`src/rtl/watch_disp_scan.sv`:
```
// Six-digit multiplexed 7-segment driver for the stopwatch display buffer.
// A frame snapshots the inputs, then scans digit5..digit0 with dwell/blank slots.
module watch_disp_scan #(
    parameter int DWELL_CYC    = 2,
    parameter int BLANK_CYC    = 1,
    parameter int BLINK_FRAMES = 25
) (
    input  logic        clk_1Khz,
    input  logic        rst_n,
    input  logic [23:0] dispbuf,
    input  logic        lz_en,
    input  logic [5:0]  blink_en,
    input  logic [5:0]  dp_mask,
    output logic [5:0]  an,
    output logic [6:0]  seg,
    output logic        dp,
    output logic        frame_start
);

    localparam int CW = (DWELL_CYC + BLANK_CYC + 1 > 2) ? $clog2(DWELL_CYC + BLANK_CYC + 1) : 1;
    localparam int FW = (BLINK_FRAMES + 1 > 2) ? $clog2(BLINK_FRAMES + 1) : 1;

    typedef enum logic [1:0] {LOAD, ACTIVE, BLANK} state_t;

    state_t          state, state_n;
    logic [2:0]      idx, idx_n;
    logic [CW-1:0]   cnt, cnt_n;
    logic [FW-1:0]   frame_cnt, frame_cnt_n;
    logic            blink_off, blink_off_n;
    logic [23:0]     snap_buf, snap_buf_n;
    logic            snap_lz, snap_lz_n;
    logic [5:0]      snap_blink, snap_blink_n;
    logic [5:0]      snap_dp, snap_dp_n;
    logic            snap_phase, snap_phase_n;
    logic [5:0]      an_n;
    logic [6:0]      seg_n;
    logic            dp_n;
    logic            fs_n;
    logic [5:0]      supp;
    logic            zero_run;
    logic [3:0]      nib;

    function automatic logic [6:0] decode(input logic [3:0] d);
        case (d)
            4'd0:    decode = 7'h40;
            4'd1:    decode = 7'h79;
            4'd2:    decode = 7'h24;
            4'd3:    decode = 7'h30;
            4'd4:    decode = 7'h19;
            4'd5:    decode = 7'h12;
            4'd6:    decode = 7'h02;
            4'd7:    decode = 7'h78;
            4'd8:    decode = 7'h00;
            4'd9:    decode = 7'h10;
            default: decode = 7'h3F;
        endcase
    endfunction

    always_comb begin
        state_n      = state;
        idx_n        = idx;
        cnt_n        = cnt;
        frame_cnt_n  = frame_cnt;
        blink_off_n  = blink_off;
        snap_buf_n   = snap_buf;
        snap_lz_n    = snap_lz;
        snap_blink_n = snap_blink;
        snap_dp_n    = snap_dp;
        snap_phase_n = snap_phase;
        case (state)
            LOAD: begin
                state_n      = ACTIVE;
                idx_n        = 3'd5;
                cnt_n        = '0;
                snap_buf_n   = dispbuf;
                snap_lz_n    = lz_en;
                snap_blink_n = blink_en;
                snap_dp_n    = dp_mask;
                // The frame about to start uses the blink phase in force before this toggle.
                snap_phase_n = blink_off;
                if (frame_cnt == FW'(BLINK_FRAMES - 1)) begin
                    frame_cnt_n = '0;
                    blink_off_n = ~blink_off;
                end else begin
                    frame_cnt_n = frame_cnt + 1'b1;
                end
            end
            ACTIVE: begin
                if (cnt == CW'(DWELL_CYC - 1)) begin
                    cnt_n = '0;
                    if (BLANK_CYC > 0)    state_n = BLANK;
                    else if (idx == 3'd0) state_n = LOAD;
                    else                  idx_n   = idx - 3'd1;
                end else begin
                    cnt_n = cnt + 1'b1;
                end
            end
            BLANK: begin
                if (cnt == CW'(BLANK_CYC - 1)) begin
                    cnt_n = '0;
                    if (idx == 3'd0) state_n = LOAD;
                    else begin
                        state_n = ACTIVE;
                        idx_n   = idx - 3'd1;
                    end
                end else begin
                    cnt_n = cnt + 1'b1;
                end
            end
            default: state_n = LOAD;
        endcase

        // Suppress a digit while it and everything above it is zero with no dp lit.
        zero_run = 1'b1;
        supp     = '0;
        for (int k = 5; k >= 1; k--) begin
            zero_run = zero_run && (snap_buf_n[4*k +: 4] == 4'd0) && !snap_dp_n[k];
            supp[k]  = snap_lz_n && zero_run;
        end

        nib   = snap_buf_n[{idx_n, 2'b00} +: 4];
        an_n  = 6'h3F;
        seg_n = 7'h7F;
        dp_n  = 1'b1;
        fs_n  = (state == LOAD);
        if (state_n == ACTIVE && !supp[idx_n] && !(snap_phase_n && snap_blink_n[idx_n])) begin
            an_n  = ~(6'd1 << idx_n);
            seg_n = decode(nib);
            dp_n  = ~snap_dp_n[idx_n];
        end
    end

    always_ff @(posedge clk_1Khz or negedge rst_n) begin
        if (!rst_n) begin
            state       <= LOAD;
            idx         <= 3'd5;
            cnt         <= '0;
            frame_cnt   <= '0;
            blink_off   <= 1'b0;
            snap_buf    <= '0;
            snap_lz     <= 1'b0;
            snap_blink  <= '0;
            snap_dp     <= '0;
            snap_phase  <= 1'b0;
            an          <= 6'h3F;
            seg         <= 7'h7F;
            dp          <= 1'b1;
            frame_start <= 1'b0;
        end else begin
            state       <= state_n;
            idx         <= idx_n;
            cnt         <= cnt_n;
            frame_cnt   <= frame_cnt_n;
            blink_off   <= blink_off_n;
            snap_buf    <= snap_buf_n;
            snap_lz     <= snap_lz_n;
            snap_blink  <= snap_blink_n;
            snap_dp     <= snap_dp_n;
            snap_phase  <= snap_phase_n;
            an          <= an_n;
            seg         <= seg_n;
            dp          <= dp_n;
            frame_start <= fs_n;
        end
    end

endmodule

```
`config.mk`:
```
export PLATFORM = sky130hd
export DESIGN_NAME = watch_disp_scan
export DESIGN_NICKNAME = d
export VERILOG_FILES = /design/src/rtl/watch_disp_scan.sv
export SDC_FILE = /design/constraint.sdc
export NUM_CORES = 1
export LEC_CHECK = 0
export ABC_AREA = 1
export BUFFER_PORTS_ARGS = -buffer_cell sky130_fd_sc_hd__buf_2
export CORE_MARGIN = 10
export CORE_UTILIZATION = 57
export CTS_CLUSTER_SIZE = 30
export DETAILED_ROUTE_END_ITERATION = 12
export PLACE_DENSITY = 0.9
export SLEW_MARGIN = 10
export SYNTH_ARGS = -nofsm -noshare
export SYNTH_HDL_FRONTEND = slang
export SYNTH_SLANG_ARGS = --single-unit
```
`constraint.sdc`:
```
create_clock -name clk_1Khz -period 3.16 [get_ports clk_1Khz]
set_input_delay 0.158 -clock clk_1Khz [delete_from_list [all_inputs] [get_ports clk_1Khz]]
set_output_delay 0.158 -clock clk_1Khz [all_outputs]
set_load 0.03 [all_outputs]
```
Word-level counts from Yosys, hierarchy flattened
Memories as Yosys holds them, arrays and structs flattened.
Index checks and enable logic that the tools add are counted.
Widths: inputs -> output; s select.
{"block": "word_totals", "out_inout_bits": 15, "register_bits": 66, "mem_bits_ro": 112, "mem_count": 1}
{"memory": "(name not given)", "depth": 16, "word_bits": 7, "rd": 1, "rd_clocked_by_memory_dff": 0, "write_ports": 0, "line": "44", "rtl": "case (d)"}
{"block": "classes", "eq_ne": 5, "n_lt_le_gt_ge": 1, "muxes": 25, "n_shift": 2, "n_reduce_logical": 34, "n_addsub": 3, "n_bitwise": 3}
{"cell": "$mux 24", "count": 1}
{"cell": "$shiftx 24x6->4", "count": 1}
{"cell": "$logic_not 4->1", "count": 5}
{"cell": "$mux 6", "count": 3}
{"cell": "$logic_and 1x1->1", "count": 17}
{"cell": "$pmux 2 s3", "count": 2}
{"cell": "$bmux 1 s3", "count": 3}
{"cell": "$mux 2", "count": 4}
{"cell": "$logic_not 1->1", "count": 7}
{"cell": "$mux 1", "count": 7}
{"cell": "$mux 7", "count": 1}
{"cell": "$eq 2x1->1 const B", "count": 3}
{"cell": "$mux 3", "count": 2}
{"cell": "$not 6->6", "count": 1}
{"cell": "$pmux 3 s2", "count": 1}
{"cell": "$shl 1x3->6 const A", "count": 1}
{"cell": "$add 5x1->5 const B", "count": 1}
{"cell": "$eq 5x5->1 const B", "count": 1}
{"cell": "$mux 5", "count": 1}
{"cell": "$logic_not 2->1", "count": 2}
{"cell": "$lt 3x4->1 const B", "count": 1}
{"cell": "$logic_not 3->1", "count": 1}
{"cell": "$reduce_bool 3->1", "count": 1}
{"cell": "$sub 3x1->3 const B", "count": 1}
{"cell": "4 further kinds", "count": 5}

Longest topological paths before layout
Gate-level depths: netlist of run 1.
{"block": "depth", "ltp_word": 19, "ltp_mapped": 19, "mapped_depth_nobuf": 18}

Worst setup path after synthesis of run 1
No wires, ideal clock.
{"block": "synth_timing", "path_type": "reg-to-reg", "from": "reg idx[0]", "to": "reg seg[0]", "setup_slack_ns": 0.703, "path_stages_with_launch": 19, "path_buffers": 1, "arrival_ns": 2.371, "period_less_slack_ns": 2.457, "cell_sequence": "dfstp_2 -> inv_1 -> ha_1 -> nand2_1 -> nand2_2 -> nand2_1 -> nand3_1 -> buf_4 -> nand2_1 -> inv_2 -> nand3_1 -> nand2_1 -> a21oi_1 -> inv_1 -> ha_1 -> inv_1 -> nand3_1 -> nand3_1 -> nand3_1"}
{"block": "synth_via", "elab_chain_cells": 10, "elab_cells_between_ends": 21}
{"item": "from (decl)", "line": "26", "rtl": "logic [2:0] idx, idx_n;"}
{"item": "from (signal assigned)", "line": "151", "rtl": "idx <= idx_n;"}
{"item": "branches (longest 9 deep; another with $mem_v2 16x7)"}
{"item": "$mux 7 *", "line": "126", "rtl": "if (state_n == ACTIVE && !supp[idx_n] && !(snap_phase_n && snap_blink_n[idx_n])) begin"}
{"item": "via seg_n[0]", "line": "36", "rtl": "logic [6:0] seg_n;"}
{"item": "to (signal assigned)", "line": "161", "rtl": "seg <= seg_n;"}
{"item": "to (decl)", "line": "15", "rtl": "output logic [6:0] seg,"}
Mark *: on every way through the listed nets, which the timed path passes. The select of a mux whose other input is x is not followed.
A chain may end at the register's enable or synchronous reset.

Final worst setup path of run 1
{"block": "layout_timing", "from": "reg idx[0]", "to": "reg seg[3]"}
Same word-level chain as after synthesis.

==> impl_metrics.tcl, run 1 <==
set metrics [dict create \
    synthCells 460 \
    clk_latency_ns 0.35 \
    arrival_ns 3.12 \
    yosysSeqAreaShare_pct 46.42 \
    power.density_nw_per_um2 425.9 \
    synth-edff-count 0 \
    hpwl_mm 6.195 \
    grt_max_degree 40 \
    slew_viol_final 0 \
    crit_type "reg2reg" \
    ant_nets 0 \
    vias_per_cell 5.213 \
    final_area_sq_um 4124 \
    clkSinkCount 66 \
    diodes 0 \
    ys_seq_elements 66 \
    ys_types 36 \
    critPathCaptureType "flop" \
    synth_top_cell_by_area "dfrtp_1" \
    final.setup_skew_ns 0.007961 \
    drc 0 \
    start_util_pct 59.76 \
    slew-limit-headroom_pct 48.51 \
    cts.reportedPaths.clkPinSlew_ns 0.07 \
    overflow 0 \
    required_ns 3.43 \
    synth_ff_type "dfrtp_1" \
    regArea_sq_um 1672 \
    post_dp_cell_area_sq_um 3910 \
    synth_top_area_share_pct 34.75 \
    antenna_found_initial 0 \
    grtUsageTotal_pct 17.40 \
    syn_area_per_cell_sq_um 7.828 \
    syn-cell-area_sq_um 3601 \
    leakage_uw 0.002198 \
    post_cts_resized 0 \
    port_buffers 53 \
    dieWidth_um 99.48 \
    clockBufferDepth 2 \
    max_freq_mhz 351.1 \
    grt_pass1_wl_mm 14.23 \
    synth.most_common_cell "nand2_1" \
    ys.warnings.count 0 \
    drive_gt1_share_pct 22.22 \
    cts_setup_buffers 0 \
    num_vias 3112 \
    row_count 28 \
    syn_to_final_growth_pct 14.52 \
    worst_slew_pin_slew_ns 0.7723 \
    critPathLaunchType "flop" \
    rsz0062_at_grt "false" \
    min_path_type "in2reg" \
    period_share_pct 90.12 \
    setup-tns-final_ns 0 \
    period_needed_ns 2.848 \
    drtIter0Drc 244 \
    synth_nets 517 \
    status "finished clean" \
    root_buffer "clkbuf_8" \
    drt-total-wl_mm 8.321 \
    hold_viol_final 0 \
    cts_buffers 9 \
    io_pins 54 \
    multi_input_area_sq_um 1578 \
    fillCellCount 487 \
    place.gp.congestion 1.021 \
    synth_common_cells "nand2_1 (154), inv_1 (63), dfrtp_1 (50), nand3_1 (38), nor2_1 (25)" \
    die_area_sq_um 9896 \
    cts_htree_levels 3 \
    firstDrtPassIters 5 \
    core_sq_um 6026 \
    peakVddDrop_uv 321.0 \
    maxCapViolations 0 \
    ctsHoldBuffers 1 \
    cts_tree "built" \
    nets 574 \
    post_drt_wl_per_cell_um 13.94 \
    synth-async-reset-ratio_pct 100.0 \
    synth.area.top_cells "dfrtp_1 (35%), nand2_1 (16%), dfstp_2 (12%)" \
    crit_fanout 23 \
    setup_viol 0 \
    die_h_um 99.48 \
    grt_pass1_vias 3101 \
]
==> cell type report <==
| class | instances | share of cell area, % |
|---|---|---|
| clock buffer | 11 | 3.671 |
| clock inverter | 5 | 1.274 |
| inverter | 70 | 6.402 |
| multi-input combinational | 311 | 38.26 |
| sequential | 66 | 40.53 |
| tap | 75 | 2.275 |
| timing repair buffer | 59 | 7.585 |
==> per-stage QoR <==
step           hold slack (ns)  worst slack, ns  utilization [%]  total power, uW  instances
4_1_cts                0.04695           0.3432            68.44             1771        597
5_1_grt                0.06568          0.06550            68.44             1830        597
6_report               0.06193           0.3122            68.44             1756        597
3_5_place_dp            0.2725           0.3689            64.89             1051        580
2_1_floorplan          -0.1376           0.7025                -            982.8        460
3_3_place_gp            0.2670           0.5258            64.89             1046        580
==> cell usage in the layout (no fill, tap or decap), types with 11 or more instances in the layout <==
cell      count
dfrtp_1      50
o21ai_0      19
clkbuf_8     11
dfstp_2      16
nand3_1      38
nand2_1     154
buf_2        53
ha_1         17
inv_1        63
nor2_1       25
==> metal layers <==
metal  track usage, %  vias up  part of all wire (%)
met4            9.151        0                   2.7
met3            5.952       23                   8.5
met2            26.85      124                    45
li1                 -     1543                     -
met5                0        -                     0
met1            20.99     1422                    44
==> power breakdown <==
group	internal [uW]	switching (uW)
combinational	49.2	98.2
clock	403	316
sequential	882	8.30
==> kinds of logic (layout without fill, tap and decap cells) <==
group | Yosys count | count (layout) | synth area share (%)
adder cells (fa/ha/maj) | 18 | 18 | 6.254
flip-flops | 66 | 66 | 46.42
XOR/XNOR | 1 | 1 | 0.2433
AO/OA/AOI/OAI | 43 | 43 | 7.019
buffers and inverters | 83 | 145 | 9.833
AND/OR/NAND/NOR | 249 | 249 | 30.23
==> worst max-delay path, cell delays in order (launching register included) <==
cell and delay (ns):
dfstp_2 0.56, inv_1 0.08, ha_1 0.21, nand2_1 0.14, nand2_2 0.12, nand2_4 0.12
nand3_4 0.23, nand2_1 0.15, nand2_1 0.06, nand2_1 0.05, nand2_1 0.06, a21oi_1 0.34
inv_1 0.12, ha_1 0.20, inv_1 0.05, nand3_1 0.09, nand3_1 0.10, nand3_1 0.07
==> flip-flops by register name, indices dropped and copies added (netlist names) <==
name / count
snap_blink: 6
snap_buf: 24
frame_start: 1
idx: 3
snap_lz: 1
an: 6
frame_cnt: 5
dp: 1
snap_phase: 1
snap_dp: 6
seg: 7
blink_off: 1
state: 2
cnt: 2
==> path summary, 6_finish.rpt <==
path	start	to	slack [ns]	cells past startpoint
max	idx[0]$_DFF_PN1_	seg[3]$_DFF_PN1_	0.31	17
min	blink_en[3]	snap_blink[3]$_DFF_PN0_	0.06	3
max reg2reg	idx[0]$_DFF_PN1_	seg[3]$_DFF_PN1_	0.31	17
min reg2reg	blink_off$_DFFE_PN0P_	blink_off$_DFFE_PN0P_	0.48	1
max in group asynchronous	rst_n	seg[5]$_DFF_PN1_	1.80	3
min in group asynchronous	rst_n	frame_cnt[4]$_DFFE_PN0P_	0.42	2
Power figures use the tool's default switching activity.
==> run 2: changes to the inputs <==
--- a/config.mk
+++ b/config.mk
@@ -12,6 +12,7 @@
 export CTS_CLUSTER_SIZE = 30
 export DETAILED_ROUTE_END_ITERATION = 12
 export PLACE_DENSITY = 0.9
+export RECOVER_POWER = 25
 export SLEW_MARGIN = 10
 export SYNTH_ARGS = -nofsm -noshare
 export SYNTH_HDL_FRONTEND = slang
==> impl_metrics.tcl, run 2 (synthesis results as in run 1) <==
set metrics [dict create \
    core_sq_um 6026 \
    root_buffer "clkbuf_8" \
    drt-total-wl_mm 8.318 \
    dieWidth_um 99.48 \
    clkSinkCount 66 \
    reg_top3 "snap_buf: 24 flops, seg: 7 flops" \
    worst_slew_pin_slew_ns 1.888 \
    start_util_pct 59.76 \
    overflow 0 \
    dp.cells 580 \
    crit_type "reg2reg" \
    crit_fanout 23 \
    regArea_sq_um 1672 \
    row_count 28 \
    die_h_um 99.48 \
    ctsHoldBuffers 1 \
    largest_reg_flops 24 \
    syn_to_final_growth_pct 14.42 \
    status "finished, violations left" \
    regMostFlops "snap_buf" \
    max_freq_mhz 351.7 \
    critPathCaptureType "flop" \
    cts_setup_buffers 0 \
    port_buffers 53 \
    final_cell_mix "nand2_1 (154), inv_1 (63), dfrtp_1 (50), buf_2 (50), nand3_1 (38)" \
    grt_pass1_vias 3101 \
    vias_per_cell 5.209 \
    cts_tree "built" \
    setup_viol 0 \
    clk_latency_ns 0.35 \
    layout.cells.non_filler 597 \
    setup-tns-final_ns 0 \
    fillCellCount 487 \
    holdWs_ns 0.06088 \
    power.density_nw_per_um2 426.4 \
    leakage_uw 0.002186 \
    required_ns 3.43 \
    drive_gt1_share_pct 21.65 \
    critPathLaunchType "flop" \
    num_vias 3110 \
    rsz0062_at_grt "false" \
    grt_pass1_wl_mm 14.23 \
    die_area_sq_um 9896 \
    failed_checks "capacitance limit, slew limit" \
    grtUsageTotal_pct 17.40 \
    io_pins 54 \
    slew_viol_final 36 \
    grt_max_degree 40 \
    maxCapViolations 1 \
    min_path_type "in2reg" \
    clockBufferDepth 2 \
    slew-limit-headroom_pct -25.88 \
    drc 0 \
    hpwl_mm 6.195 \
    diodes 0 \
    post_drt_wl_per_cell_um 13.93 \
    place.gp.congestion 1.021 \
    period_share_pct 89.97 \
    antenna_found_initial 0 \
    final.setup_skew_ns 0.008029 \
    firstDrtPassIters 6 \
    post_cts_resized 0 \
    cts_htree_levels 3 \
    final_util_pct 68.38 \
    nets 574 \
    cts_buffers 9 \
    layout_commonest_cell "nand2_1" \
    drtIter0Drc 252 \
    multi_input_area_sq_um 1578 \
    ant_nets 0 \
    hold_viol_final 0 \
    cts.reportedPaths.clkPinSlew_ns 0.07 \
    period_needed_ns 2.843 \
    power_uw 1757 \
    arrival_ns 3.12 \
    peakVddDrop_uv 321.0 \
]
## run 2: changes by cell type in the layout (fill, tap and decap cells not counted), sizes merged
| cell | before | now |
|---|---|---|
| buf | 58 | 55 |
| clkbuf | 11 | 14 |
## run 2: critical path: stages (launching register included)
cell and delay [ns]:
dfstp_2 0.56, inv_1 0.08, ha_1 0.21, nand2_1 0.14, nand2_2 0.12, nand2_4 0.12
nand3_4 0.22, nand2_1 0.15, nand2_1 0.06, nand2_1 0.05, nand2_1 0.06, a21oi_1 0.34
inv_1 0.12, ha_1 0.20, inv_1 0.05, nand3_1 0.09, nand3_1 0.10, nand3_1 0.07
## run 2: layer usage
| layer | part of all wire, % | up-vias | track usage [%] |
|---|---|---|---|
| met4 | 2.7 | 0 | 9.151 |
| met1 | 44 | 1415 | 20.99 |
| met3 | 8.0 | 25 | 5.952 |
| met2 | 45 | 128 | 26.85 |
| met5 | 0 | - | 0 |
| li1 | - | 1542 | - |
## run 2: final timing paths
| path | startpoint | to | slack (ns) | cells past startpoint |
|---|---|---|---|---|
| min reg2reg | blink_off$_DFFE_PN0P_ | blink_off$_DFFE_PN0P_ | 0.48 | 1 |
| min in group asynchronous | rst_n | frame_cnt[4]$_DFFE_PN0P_ | 0.86 | 2 |
| min | blink_en[3] | snap_blink[3]$_DFF_PN0_ | 0.06 | 3 |
| max | idx[0]$_DFF_PN1_ | seg[3]$_DFF_PN1_ | 0.32 | 17 |
| max reg2reg | idx[0]$_DFF_PN1_ | seg[3]$_DFF_PN1_ | 0.32 | 17 |
| max in group asynchronous | rst_n | seg[5]$_DFF_PN1_ | 0.98 | 3 |
## run 2: report_power, final
part / leakage (uW) / internal, uW / switching (uW)
combinational: 0.00132 / 49.0 / 98.4
sequential: 0.000759 / 882 / 8.29
clock: 0.000105 / 403 / 317
## run 2: cell type report
type | instances | share of cell area [%]
multi-input combinational | 311 | 38.29
inverter | 70 | 6.408
timing repair buffer | 59 | 7.501
clock inverter | 5 | 1.275
clock buffer | 11 | 3.674
tap | 75 | 2.278
sequential | 66 | 40.57
## run 2: per-stage QoR
step,area [sq um],setup slack [ns]
final,4120,0.3169
after global routing,4120,0.06550
after CTS,4124,0.3432
after detailed placement,3910,0.3689
after global placement,3910,0.5258
after floorplan,3601,0.7025
